### src/rtl/embedded_system_nios2_qsys_0_mul_seq.sv
// Iterative multiplier for the Nios II multiply path: one 16x16 unsigned partial
// product per cycle, sign fix-up at the end, low or high half selected by op.
module embedded_system_nios2_qsys_0_mul_seq #(
  parameter int DATA_W = 32
) (
  input  logic              clk,
  input  logic              reset_n,
  input  logic              in_valid,
  output logic              in_ready,
  input  logic [1:0]        in_op,
  input  logic [DATA_W-1:0] in_a,
  input  logic [DATA_W-1:0] in_b,
  output logic              out_valid,
  input  logic              out_ready,
  output logic [DATA_W-1:0] out_result,
  output logic              busy
);
  localparam int N    = DATA_W / 16;
  localparam int CW   = (N > 1) ? $clog2(N) : 1;
  localparam int PW   = 2 * DATA_W;
  localparam logic [CW-1:0] LAST = CW'(N - 1);

  typedef enum logic [1:0] {IDLE, CALC, FIX, DONE} state_t;

  typedef struct packed {
    logic [1:0]        op;
    logic              neg;
    logic [DATA_W-1:0] mag_a;
    logic [DATA_W-1:0] mag_b;
  } req_t;

  state_t          state, state_nxt;
  req_t            req, req_nxt;
  logic [PW-1:0]   acc;
  logic [CW-1:0]   ci, cj;
  logic            last_pp;
  logic [31:0]     pp;
  logic [PW-1:0]   pp_sh;
  logic [PW-1:0]   prod;
  logic            sa, sb, na, nb;

  initial begin
    if (DATA_W < 16 || (DATA_W % 16) != 0)
      $fatal(1, "DATA_W must be a positive multiple of 16");
  end

  assign in_ready = (state == IDLE);
  assign busy     = (state != IDLE);
  assign last_pp  = (ci == LAST) && (cj == LAST);

  // Operand decode: only the flagged operands are treated as signed.
  always_comb begin
    sa = (in_op == 2'b01) || (in_op == 2'b10);
    sb = (in_op == 2'b01);
    na = sa & in_a[DATA_W-1];
    nb = sb & in_b[DATA_W-1];
    req_nxt.op    = in_op;
    req_nxt.neg   = na ^ nb;
    req_nxt.mag_a = na ? -in_a : in_a;
    req_nxt.mag_b = nb ? -in_b : in_b;
  end

  // The single 16x16 multiplier; chunk i of A times chunk j of B.
  always_comb begin
    pp    = {16'd0, req.mag_a[16*int'(ci) +: 16]} * {16'd0, req.mag_b[16*int'(cj) +: 16]};
    pp_sh = {{(PW-32){1'b0}}, pp} << (16 * (int'(ci) + int'(cj)));
    prod  = req.neg ? -acc : acc;
  end

  always_comb begin
    state_nxt = state;
    case (state)
      IDLE: if (in_valid)  state_nxt = CALC;
      CALC: if (last_pp)   state_nxt = FIX;
      FIX:                 state_nxt = DONE;
      DONE: if (out_ready) state_nxt = IDLE;
      default:             state_nxt = IDLE;
    endcase
  end

  always_ff @(posedge clk or negedge reset_n) begin
    if (!reset_n) state <= IDLE;
    else          state <= state_nxt;
  end

  always_ff @(posedge clk or negedge reset_n) begin
    if (!reset_n) begin
      req        <= '0;
      acc        <= '0;
      ci         <= '0;
      cj         <= '0;
      out_result <= '0;
      out_valid  <= 1'b0;
    end else begin
      case (state)
        IDLE: if (in_valid) begin
          req <= req_nxt;
          acc <= '0;
          ci  <= '0;
          cj  <= '0;
        end
        CALC: begin
          acc <= acc + pp_sh;
          if (last_pp) begin
            ci <= '0;
            cj <= '0;
          end else if (cj == LAST) begin
            cj <= '0;
            ci <= ci + 1'b1;
          end else begin
            cj <= cj + 1'b1;
          end
        end
        FIX: begin
          out_result <= (req.op == 2'b00) ? prod[DATA_W-1:0] : prod[PW-1:DATA_W];
          out_valid  <= 1'b1;
        end
        DONE: if (out_ready) out_valid <= 1'b0;
        default: ;
      endcase
    end
  end
endmodule

### config.mk
export PLATFORM = sky130hd
export DESIGN_NAME = embedded_system_nios2_qsys_0_mul_seq
export DESIGN_NICKNAME = d
export VERILOG_FILES = /design/src/rtl/embedded_system_nios2_qsys_0_mul_seq.sv
export SDC_FILE = /design/constraint.sdc
export NUM_CORES = 1
export LEC_CHECK = 0
export CORE_MARGIN = 3
export CORE_UTILIZATION = 55
export CTS_CLUSTER_SIZE = 40
export DETAILED_ROUTE_END_ITERATION = 7
export PLACE_DENSITY = 0.75
export SYNTH_ARGS = -nofsm -noshare
export SYNTH_HDL_FRONTEND = slang
export SYNTH_SLANG_ARGS = --single-unit
### constraint.sdc
create_clock -name clk -period 11.9 [get_ports clk]
set_input_delay 2.38 -clock clk [delete_from_list [all_inputs] [get_ports clk]]
set_output_delay 2.38 -clock clk [all_outputs]
set_load 0.05 [all_outputs]
* Word level (Yosys, flattened, before mapping)
Cells that the tools add are included.
** Word-level totals
- Output and inout bits :: 35
- Word-level logic and storage cells :: 64
- Input bits :: 70
- Flip-flop bits (word level) :: 168
** Cells by class
- Bitwise logic cells :: 3
- $add $sub $neg :: 7
- Multiply operators :: 1
- Shift-type cells :: 3
- Multiplexer cells :: 19
- Reductions and logical operators :: 12
- Equality and inequality tests :: 9
** Operators with widths (number)
- 64-bit two-way mux :: 2
- 64-bit case mux with 2 select lines :: 1
- 32-bit two-way mux :: 3
- 64-bit adder :: 1
- 32-bit negator :: 2
- 64-bit negator :: 1
- 32-bit by 6-bit indexed part select with 16-bit output :: 2
- 32-bit by 6-bit left shift with 64-bit output :: 1
- 16-bit by 16-bit multiplier with 32-bit output :: 1
- 2-bit case mux with 4 select lines :: 1
- 2-bit equality test (second input constant) :: 3
- 1-bit two-way mux :: 6
- 2-bit two-way mux :: 3
- 2-bit inequality test (second input constant) :: 3
- 1-bit case mux with 2 select lines :: 3
- 2-bit AND reduction :: 3
- 3-bit AND reduction :: 2
- 2-bit nonzero test :: 3
- 2-bit by 1-bit equality test with 1-bit output (second input constant) :: 2
- 2-bit logical NOT :: 2
- 3-bit inequality test (second input constant) :: 1
- 1-bit adder (second input constant) :: 2
- 1-bit by 1-bit adder with 2-bit output :: 1
- 1-bit bitwise AND :: 2
- 3 further kinds :: 3

* Depth between registers and ports, before layout
Gate-level depths: netlist (run 1).
- Word-level depth :: 5
- Depth in mapped cells :: 40
- Depth with buffers taken out :: 36

* Worst setup path after synthesis (run 1)
OpenSTA, ideal clock, no wires.
- Path kind :: register -> register
- Start point :: register ci
- End point :: register acc[61]
- Library setup time :: 0.133 ns
- Setup slack :: 2.235 ns
- Data arrival time :: 9.532 ns
- Cell stages (with the launch flop) :: 38
- Path through :: dfrtp_1 > clkbuf_1 > buf_1 > buf_1 > mux2i_1 > nor2_1 > fa_1 > inv_1 > fa_1 > fa_1 > fa_1 > inv_1 > fa_1 > inv_1 > fa_1 > inv_1 > ha_1 > a21o_1 > [... 2 more ...] > o31ai_1 > a21boi_0 > o21ai_0 > xnor2_1 > mux2_2 > nor2_1 > ha_1 > clkbuf_1 > nand4_1 > nor4_1 > nand2_1 > o311ai_0 > a31oi_1 > o31ai_1 > a41oi_1 > o31ai_1 > xnor2_1 > o21ai_0
** On the way
- Word-level cells in the longest chain between the ends :: 5
- Elaborated cells on any way between the ends :: 6
- Classes of those cells :: add/sub: 2; mul: 1; shift: 2; mux: 1
** Ends and longest elaborated chain
- from (decl) :: line 35 : logic [CW-1:0] ci, cj;
- from (signal assigned) :: line 109 : ci <= ci + 1'b1;
- 32-bit by 6-bit indexed part select with 16-bit output :: line 65 : pp = {16'd0, req.mag_a[16*int'(ci) +: 16]} * {16'd0, req.mag_b[16*int'(cj) +: 16]};
- 16-bit by 16-bit multiplier with 32-bit output :: line 65
- 32-bit by 6-bit left shift with 64-bit output * :: line 66 : pp_sh = {{(PW-32){1'b0}}, pp} << (16 * (int'(ci) + int'(cj)));
- 64-bit adder * :: line 103 : acc <= acc + pp_sh;
- 64-bit case mux with 2 select lines * :: line 95 : case (state)
- to (signal assigned) :: line 103
- to (decl) :: line 34 : logic [PW-1:0] acc;
Mark *: on every way between the ends. The rest lies on a longest branch, timed or not.
A chain may end at the register's enable or synchronous reset.

* Final worst setup path (run 1)
Ends and elaborated chain as after synthesis.

==> impl_metrics.toml, run 1 <==
[synth]
syn-instance-count = 2707
syn-num-nets = 3148
ys_ff_latch = 168
ys.flop_type = "dfrtp_1"
synth-async-reset-ratio_pct = 100.0
yosys_warnings = 0
seq_area_frac_synth_pct = 19.04
synth_edf_count = 0
netlist_area_mm2 = 0.02208
yosysUniqueCellTypes = 71
syn_avg_cell_area_um2 = 8.158

[placement]
placed_area_mm2 = 0.02353
io_buffer_count = 104
place_congestion = 1.010
hpwlAfterDp_mm = 55.54

[timing]
tightestPinTransition_ps = 1192
clock_skew_ps = 16.31
hold_viol_final = 0
slew_violations = 0
rsz0062_at_grt = "false"
setup_viol = 0
final.setup.tns_ps = 0
fin_crit_sh_pct = 92.51
finalCriticalPeriod_ps = 11010
fmax_mhz = 90.83
relSlewSlack_pct = 18.26

[global_routing]
overflow = 0
antenna_found_initial = 1
grt_pass1_vias = 19170
grt_max_degree = 129
track_usage_pct = 32.62
grt_pass1_wl_mm = 106.2

[finish]
layout_commonest_cell = "nand2_1"
drive_gt1_share_pct = 4.406
nNetsFinal = 3174
antennaDiodeCount = 0
final_cell_area_mm2 = 0.02413
synthToLayoutAreaGrowth_pct = 9.258
mostFrequentLayoutCells = "398 x nand2_1, 293 x inv_1, 227 x o21ai_0, 226 x nor2_1, 195 x fa_1"
final_util_pct = 61.57

[clocking]
cts_tree = "yes"
clk_pin_slew_ps = 70
clkSinkCount = 168
clock_latency_ps = 490
postCtsHoldBufs = 0
cts_setup_buffers = 0
ctsResizeCount = 0
cts_buffer_depth = 2
cts_inserted_buffers = 17
cts_htree_levels = 4
root_buffer = "clkbuf_16"

[critical_path]
worstSetupPathType = "flip-flop to flip-flop"
critPathMaxStageDelay_ps = 810
crit_required_ps = 12250
r2r_cells = 34
slowest_stage = "o31ai_1"
critPathArrivalTime_ps = 11360
start_kind = "flip-flop"
crit_fanout = 14
crit_top_cell = "fa_1"
end_kind = "flip-flop"

[die]
die_h_um = 206.4
rows = 72
coreArea_mm2 = 0.03919
dieArea_mm2 = 0.04259
ios = 105
start_util_pct = 56.35
die_x_um = 206.4

[detailed_routing]
wl_per_cell_um = 21.06
vias = 19610
drcViolationCount = 0
drt-total-wl_mm = 68.74
ant_nets = 0
first_pass_iters = 5
drt_iter0_markers = 1795
via_per_inst = 6.009

[status]
status = "complete, no violations"

[worst_hold_path]
min_path_type = "flip-flop to flip-flop"
whs_path_depth = 2

[run]
cap_viol_max_count = 0
worst paths after layout:
check	from	end	slack [ps]
setup / recovery	ci	acc[61]	890
hold / removal	req[25]	req[25]	490
setup reg to reg	ci	acc[61]	890
hold reg to reg	req[25]	req[25]	490
max in group asynchronous	reset_n	req[64]	8340
min in group asynchronous	reset_n	out_result[18]	2010
cells in the mapped netlist (14+ instances only):
cell type | n | area (um2)
a21oi_1 | 124 | 620.6
o211ai_1 | 29 | 217.7
nor3_1 | 28 | 140.1
ha_1 | 176 | 2202
nand3_1 | 27 | 135.1
o31ai_1 | 35 | 262.8
o21ai_0 | 228 | 1141
o41ai_1 | 19 | 166.4
o21bai_1 | 18 | 135.1
xnor2_1 | 103 | 902.1
a31oi_1 | 15 | 93.84
o22ai_1 | 17 | 106.4
mux2i_1 | 37 | 370.4
and2_1 | 27 | 168.9
mux2_2 | 35 | 394.1
fa_1 | 195 | 3904
nand2_1 | 400 | 1501
dfrtp_1 | 168 | 4204
or3_1 | 14 | 87.58
xor2_1 | 103 | 902.1
nand2b_1 | 27 | 168.9
a21o_1 | 59 | 442.9
clkbuf_1 | 115 | 431.7
nor2_1 | 227 | 852.1
inv_1 | 293 | 1100
nand4_1 | 39 | 244.0
worst max-delay path, delay by kind of cell, from the launching register on:
| kind | cells | cell delay, ps |
|---|---|---|
| adders and majority gates | 8 | 3880 |
| AOI/OAI and AO/OA | 14 | 3780 |
| buffers and inverters | 5 | 530 |
| and+or+nand+nor | 4 | 800 |
| DFF | 1 | 760 |
| muxes | 1 | 650 |
| xor gates and xnor gates | 2 | 450 |
logic make-up (layout without fill, tap and decap cells):
family | count (synthesis) | count (layout) | synth area share, %
adder cells (fa/ha/maj) | 371 | 371 | 27.65
buffers and inverters | 415 | 454 | 7.054
XOR/XNOR | 206 | 206 | 8.170
multiplexers | 72 | 72 | 3.462
AND/OR/NAND/NOR | 854 | 854 | 17.15
flip-flops | 168 | 168 | 19.04
AO/OA/AOI/OAI | 621 | 621 | 17.47
layout make-up:
type	count	area, um2
sequential	168	4205
tap	518	648.1
clock inverter	14	161.4
timing repair buffer	128	1222
fill	3546	15060
clock buffer	18	439.2
multi-input combinational	2124	16350
inverter	294	1104
state kept, by name, indices dropped and copies added, names as in the netlist:
register and count:
ci 1, state 2, req 67, acc 64, out_result 32, out_valid 1, cj 1
stage by stage:
step	worst slack [ps]	hold slack, ps	cells
after floorplan	2235	444.4	2707
after global placement	1391	462.1	3232
after detailed placement	1131	472.1	3232
after CTS	1101	490.6	3264
after global routing	326.9	521.0	3264
final	890.7	491.1	3264
per-layer routing:
layer / GRT usage [%] / share of wire (%) / routed length [um] / vias up
met3: 11.32 / 11 / 7479 / 119
met1: 45.39 / 43 / 29790 / 9506
li1: - / - / - / 9179
met5: 0 / 0 / 0 / -
met4: 11.64 / 3.2 / 2176 / 0
met2: 47.18 / 43 / 29290 / 809
Power of run 1 is not shown: default switching activity piles up to over one toggle a cycle in this logic, so the estimate is an artifact.
==> inputs of run 2 (changes only) <==
--- a/config.mk
+++ b/config.mk
@@ -9,6 +9,7 @@
 export CORE_UTILIZATION = 55
 export CTS_CLUSTER_SIZE = 40
 export DETAILED_ROUTE_END_ITERATION = 7
+export MAX_ROUTING_LAYER = met4
 export PLACE_DENSITY = 0.75
 export SYNTH_ARGS = -nofsm -noshare
 export SYNTH_HDL_FRONTEND = slang
==> run 2 against run 1 <==
Against the previous run: cell count hardly changed; register-to-register slack better by 400 ps; sequential share of layout area fell by 0.050 points; sequential cell count unchanged; first-iteration DRC count is 10% higher; cell area rose by 0.29%; global-route usage increased by 1.8 points; fmax increased by 3.8%; count of clock-buffer cells in the layout increased by 1; non-clock buffer count up 2; die area stayed put.
==> impl_metrics.toml, run 2 (synthesis results as in run 1) <==
[clocking]
ctsResizeCount = 0
cts_inserted_buffers = 17
cts_buffer_depth = 2
cts_tree = "yes"
clkSinkCount = 168
clock_latency_ps = 480
cts_htree_levels = 4
postCtsHoldBufs = 0
cts_setup_buffers = 0
root_buffer = "clkbuf_16"
clk_pin_slew_ps = 70

[critical_path]
end_kind = "flip-flop"
critPathArrivalTime_ps = 10950
worstSetupPathType = "flip-flop to flip-flop"
crit_top_cell = "fa_1"
crit_required_ps = 12240
critPathMaxStageDelay_ps = 750
start_kind = "flip-flop"
cp_num_buf_inv = 5
slowest_stage = "o31ai_1"
path_delay_family = "adder cells"
crit_fanout = 35

[timing]
finalCriticalPeriod_ps = 10610
final.setup.tns_ps = 0
relSlewSlack_pct = 14.67
hold_viol_final = 0
fin_crit_sh_pct = 89.14
setup_viol = 0
setup_ws_ps = 1293
slew_violations = 0
fmax_mhz = 94.28
clock_skew_ps = 13.03
tightestPinTransition_ps = 1244
rsz0062_at_grt = "false"

[finish]
final_util_pct = 61.75
layout_commonest_cell = "nand2_1"
drive_gt1_share_pct = 4.476
reg.largest.list = "req (67), acc (64), out_result (32)"
mostFrequentLayoutCells = "398 x nand2_1, 293 x inv_1, 227 x o21ai_0, 226 x nor2_1, 195 x fa_1"
largest_reg_flops = 67
nNetsFinal = 3176
synthToLayoutAreaGrowth_pct = 9.576
antennaDiodeCount = 0
fill_cells = 3530
largest-register = "req"

[die]
start_util_pct = 56.35
ios = 105
die_x_um = 206.4
coreArea_mm2 = 0.03919
dieArea_mm2 = 0.04259
rows = 72
die_h_um = 206.4

[worst_hold_path]
min_path_type = "flip-flop to flip-flop"

[detailed_routing]
ant_nets = 0
drt-total-wl_mm = 69.84
drcViolationCount = 0
drt_iter0_markers = 1978
first_pass_iters = 5
via_per_inst = 6.088
vias = 19880
wl_per_cell_um = 21.38

[global_routing]
track_usage_pct = 34.37
grt_max_degree = 129
antenna_found_initial = 0
grt_pass1_wl_mm = 109.1
overflow = 0
grt_pass1_vias = 19380

[run]
cap_viol_max_count = 0

[status]
status = "complete, no violations"

[placement]
pre_cts_ws_ps = 1563
hpwlAfterDp_mm = 56.90
io_buffer_count = 104
place_congestion = 1.025
[run 2: worst min-delay path, delay by kind of cell (launching register included)]
family	cells	cell delay, ps
AND/OR/NAND/NOR	1	50
AO/OA/AOI/OAI	1	60
flip-flops	1	360
[run 2: cell type report]
type / count / area (um2) / area share, %
Tap cell: 518 / 648.1 / 2.679
Clock buffer: 19 / 452.9 / 1.872
Sequential cell: 168 / 4205 / 17.38
Inverter: 294 / 1104 / 4.561
Multi-Input combinational cell: 2124 / 16350 / 67.56
Clock inverter: 13 / 202.7 / 0.8377
Timing Repair Buffer: 130 / 1237 / 5.114
[run 2: metal layers]
| layer | vias up | global-route usage [%] | share of wire, % |
|---|---|---|---|
| met3 | 103 | 8.190 | 9.3 |
| met1 | 9786 | 48.49 | 45 |
| met4 | 0 | 9.406 | 2.4 |
| li1 | 9192 | - | - |
| met2 | 802 | 49.75 | 44 |
| met5 | - | - | 0 |
[run 2: final timing paths]
| check | start | end | slack (ps) | cells after the start |
|---|---|---|---|---|
| worst max-delay path | ci | acc[61] | 1290 | 34 |
| worst min-delay path | req[9] | req[9] | 500 | 2 |
| worst max register to register | ci | acc[61] | 1290 | 34 |
| worst min register to register | req[9] | req[9] | 500 | 2 |
| max in group asynchronous | reset_n | req[64] | 8010 | 3 |
| min in group asynchronous | reset_n | out_result[16] | 1800 | 1 |
[run 2: metrics by stage]
stage / cell area, um2 / cells / hold WS (ps)
after floorplan: 22080 / 2707 / 444.4
after global placement: 23540 / 3234 / 469.2
after detailed placement: 23540 / 3234 / 486.6
after CTS: 24200 / 3266 / 503.4
after global routing: 24200 / 3266 / 531.7
final: 24200 / 3266 / 498.3
Power of run 2 is left out for the same reason.
==> patch 1: new RTL, flow settings as in run 1 <==
`DATA_W`: 32 -> 16.
--- a/src/rtl/embedded_system_nios2_qsys_0_mul_seq.sv
+++ b/src/rtl/embedded_system_nios2_qsys_0_mul_seq.sv
@@ -1,7 +1,7 @@
 // Iterative multiplier for the Nios II multiply path: one 16x16 unsigned partial
 // product per cycle, sign fix-up at the end, low or high half selected by op.
 module embedded_system_nios2_qsys_0_mul_seq #(
-  parameter int DATA_W = 32
+  parameter int DATA_W = 16
 ) (
   input  logic              clk,
   input  logic              reset_n,
Interface: changed (resized in_a, in_b and out_result); port bits go from 105 to 57. The function was not compared with the original's and may differ.
==> patch 1 against run 1 <==
Sequential cell count fell by 82; area after synthesis decreased by 34%; first-iteration DRC count decreased by 44%; wire length decreased by 47%; setup slack improved by 2700 ps; hold slack better by 9.6 ps; design area decreased by 35%.
Power is not shown: default switching activity piles up to over one toggle a cycle in this logic, so the estimate is an artifact.
==> patch 1: results (changes against run 1) <==
metric	value	unit	change
status	finished clean		
grt_max_degree	69		-47%
r2r-end	acc[30]$_DFFE_PN0P_		
cp_slowest_cell	dfrtp_1		
ys_seq_area_share	14.68	%	-4.4 points
vias	11950		-39%
synth_fp_nets	2092		-34%
fill_cells	2355		-34%
cts-htree-levels	3		-1
dp_hpwl	29190	µm	-47%
critPathMaxStageDelay	770	ps	-40 ps
drt-initial-drc-count	1004		-44%
synth_most_common_cell	inv_1		
worstPathMaxFanout	17		+3
synthMuxAreaShare	0.4353	%	-3.0 points
gp_congestion	0.9507		-5.9%
grt_antenna_before_repair	0		-1
fin_skew	18.11	ps	+1.799 ps
synth_fa_ha_area_share	38.92	%	+11 points
grt_usage	26.51	%	-6.1 points
rrSetupSlack	3570	ps	+2680 ps
synthTopCellsByCount	inv_1 (278), nand2_1 (265), fa_1 (195)		
synthXorXnorAreaFrac	6.214	%	-2.0 points
wl_per_cell	17.80	µm	-15%
cts_made_buffers	9		-8
r2r_cells	29		-15%
ys_types	65		-8.5%
place.port_buffers	56		-46%
synth_area_leaders	fa_1 (27%), dfrtp_1 (15%), ha_1 (12%)		
## patch 1: cell types whose count changed after synthesis, sizes merged, moves of 30 or more
cell	before	now
nor2	227	46
nand2	400	265
o21ai	229	117
and2	27	120
dfrtp	168	86
a21oi	124	58
xor2	103	41
clkbuf	115	63
xnor2	103	63
a21o	59	23
mux2i	37	3
ha	176	144
mux2	35	3
nand4	39	9
## patch 1: metal layers
metal  track usage, %  part of all wire (%)
met1            36.55                    42
met2            44.35                    49
met3            3.075                   6.0
met4            8.037                   2.8
met5                0                     0
## patch 1: how the worst min path moves through the flow
stage                                         start                   endpoint  slack [ps]
final                           req[34]$_DFFE_PN0P_        req[34]$_DFFE_PN0P_         500
after global routing      out_result[0]$_DFFE_PN0P_  out_result[0]$_DFFE_PN0P_         520
after CTS                       req[34]$_DFFE_PN0P_        req[34]$_DFFE_PN0P_         500
after detailed placement        req[34]$_DFFE_PN0P_        req[34]$_DFFE_PN0P_         490
after global placement          req[34]$_DFFE_PN0P_        req[34]$_DFFE_PN0P_         480
after floorplan                 req[34]$_DFFE_PN0P_        req[34]$_DFFE_PN0P_         450
## patch 1: cell type report
cell class                 instances  area (µm²)  area share [%]
multi-input combinational       1287       11240           71.47
sequential                        86        2152           13.69
inverter                         278        1044           6.636
timing repair buffer              59       580.6           3.692
tap                              335       419.2           2.666
clock buffer                      10       239.0           1.520
clock inverter                     6       51.30          0.3263
## patch 1: worst register-to-register path: cells and delay by family (launching register included)
kind | cells | cell delay (ps)
buf+inv | 3 | 150
simple gates | 7 | 1350
fa+ha+maj | 8 | 3790
compound gates | 9 | 1830
xor+xnor | 2 | 320
flops | 1 | 770
## patch 1: metrics by stage
| step | hold WS [ps] | std cells | setup slack, ps | utilization, % | area (µm²) |
|---|---|---|---|---|---|
| after CTS | 504.8 | 2061 | 3715 | 60.17 | 15720 |
| after global placement | 482.8 | 2045 | 3925 | 59.06 | 15430 |
| final | 500.6 | 2061 | 3573 | 60.17 | 15720 |
| after global routing | 524.8 | 2061 | 3107 | 60.17 | 15720 |
| after floorplan | 450.5 | 1715 | 4478 | - | 14660 |
| after detailed placement | 490.2 | 2045 | 3745 | 59.06 | 15430 |
## patch 1: kinds of logic after synthesis
| family | count (synthesis) |
|---|---|
| and+or+nand+nor | 532 |
| buffers and inverters | 342 |
| adders and majority gates | 339 |
| AOI/OAI and AO/OA | 306 |
| xor gates and xnor gates | 104 |
| DFF | 86 |
| muxes | 6 |
==> patch 2: new RTL, settings of run 1 <==
Without the edit above. Re-encode `state_t` (4 states) as one-hot, 4 bits wide.
--- a/src/rtl/embedded_system_nios2_qsys_0_mul_seq.sv
+++ b/src/rtl/embedded_system_nios2_qsys_0_mul_seq.sv
@@ -20,7 +20,7 @@
   localparam int PW   = 2 * DATA_W;
   localparam logic [CW-1:0] LAST = CW'(N - 1);
 
-  typedef enum logic [1:0] {IDLE, CALC, FIX, DONE} state_t;
+  typedef enum logic [3:0] {IDLE = 4'b0001, CALC = 4'b0010, FIX = 4'b0100, DONE = 4'b1000} state_t;
 
   typedef struct packed {
     logic [1:0]        op;
Function: same outputs for any inputs over 4 cycles, from zero or initial values and one cycle with reset_n low; so few cycles prove little.
==> patch 2 against run 1 <==
Setup slack worse by 160 ps; area after synthesis down 1.8%; sequential cell count up 2; design area down 1.2%; wire length down 2.2%; fmax down 1.4%; sequential share of layout area up 0.42 points; largest cell class unchanged.
Power is not shown: default switching activity piles up to over one toggle a cycle in this logic, so the estimate is an artifact.
==> patch 2: results (changes against run 1) <==
metric	value	unit	change
status	finished clean		
met1_length	25900	µm	-13%
postSynthAreaPerCell	8.198	µm²	+0.50%
fin_cells	3219		-1.4%
wl_met3	3649	µm	-51%
wl_met2	33230	µm	+13%
ys_types	75		+5.6%
vias_per_cell	5.946		-1.1%
clk_latency	470	ps	-20 ps
dp.cells	3187		-1.4%
cp_slowest_cell	dfrtp_1		
dp_hpwl	54720	µm	-1.5%
path_clk_slew	70	ps	about the same
place_area	23230	µm²	-1.3%
tightest_slew	1196	ps	+3.948 ps
rrSetupSlack	730	ps	-160 ps
fill_cells	3430		-3.3%
use_met2	58.10	%	+11 points
place_ws	805.5	ps	-326.0 ps
synthTopCellsByCount	nand2_1 (386), inv_1 (268), o21ai_0 (245)		
critPathMaxStageDelay	560	ps	-250 ps
grt_antenna_before_repair	0		-1
drt-initial-drc-count	1541		-14%
synth_area_leaders	dfrtp_1 (19%), fa_1 (18%), ha_1 (9.9%)		
arrival	11520	ps	+160 ps
synth_fp_nets	3083		-2.1%
grt.met1_usage	38.48	%	-6.9 points
grt_usage	32.95	%	+0.33 points
finalWirelength	67210	µm	-2.2%
reg.largest.list	req x67, acc x64, out_result x32		
ys_seq_area_share	19.62	%	+0.58 points
layout-drive-gt1-share	5.072	%	+0.67 points
met3_usage	4.799	%	-6.5 points
fin_crit_sh	93.87	%	+1.4 points
grt_pass1_vias	19610		+2.3%
r2r_cells	35		+2.9%
grt_pass1_wl	107200	µm	+0.90%
fin_skew	14.40	ps	-1.911 ps
gp_congestion	1.036		+2.6%
critPathTopFamily	compound AO/OA/AOI/OAI gates		
patch 2: cell count changes in the layout (fill, tap and decap cells not counted), sizes merged, moves of 9 or more:
cell / run 1 / this run
nand4: 39 / 18
o221ai: 11 / 1
buf: 25 / 36
inv: 301 / 272
a21o: 59 / 50
nand3: 27 / 36
o211ai: 29 / 9
o21ai: 229 / 269
nand2: 400 / 386
patch 2: logic make-up (layout without fill, tap and decap cells):
| group | count (synthesis) | after routing | synth area share, % |
|---|---|---|---|
| buffers and inverters | 386 | 441 | 6.720 |
| xor gates and xnor gates | 200 | 200 | 8.075 |
| AOI/OAI and AO/OA | 610 | 610 | 16.90 |
| adders and majority gates | 367 | 367 | 27.92 |
| muxes | 72 | 72 | 3.507 |
| and+or+nand+nor | 841 | 841 | 17.26 |
| DFF | 170 | 170 | 19.62 |
patch 2: layout make-up:
| type | instances | area share, % |
|---|---|---|
| clock buffers | 19 | 1.899 |
| repair buffers | 139 | 5.472 |
| clock inverters | 13 | 0.6663 |
| inverters | 270 | 4.250 |
| multi-input cells | 2090 | 67.14 |
| flip-flops and latches | 170 | 17.85 |
| well taps | 518 | 2.718 |
patch 2: worst min-delay path by stage:
stage | start | to | slack (ps) | cells past startpoint
after floorplan | req[25]$_DFFE_PN0P_ | req[25]$_DFFE_PN0P_ | 440 | 2
after detailed placement | out_result[30]$_DFFE_PN0P_ | out_result[30]$_DFFE_PN0P_ | 470 | 2
after global routing | out_result[11]$_DFFE_PN0P_ | out_result[11]$_DFFE_PN0P_ | 500 | 2
after CTS | out_result[30]$_DFFE_PN0P_ | out_result[30]$_DFFE_PN0P_ | 480 | 2
after global placement | out_result[10]$_DFFE_PN0P_ | out_result[10]$_DFFE_PN0P_ | 460 | 2
final | out_result[30]$_DFFE_PN0P_ | out_result[30]$_DFFE_PN0P_ | 480 | 2
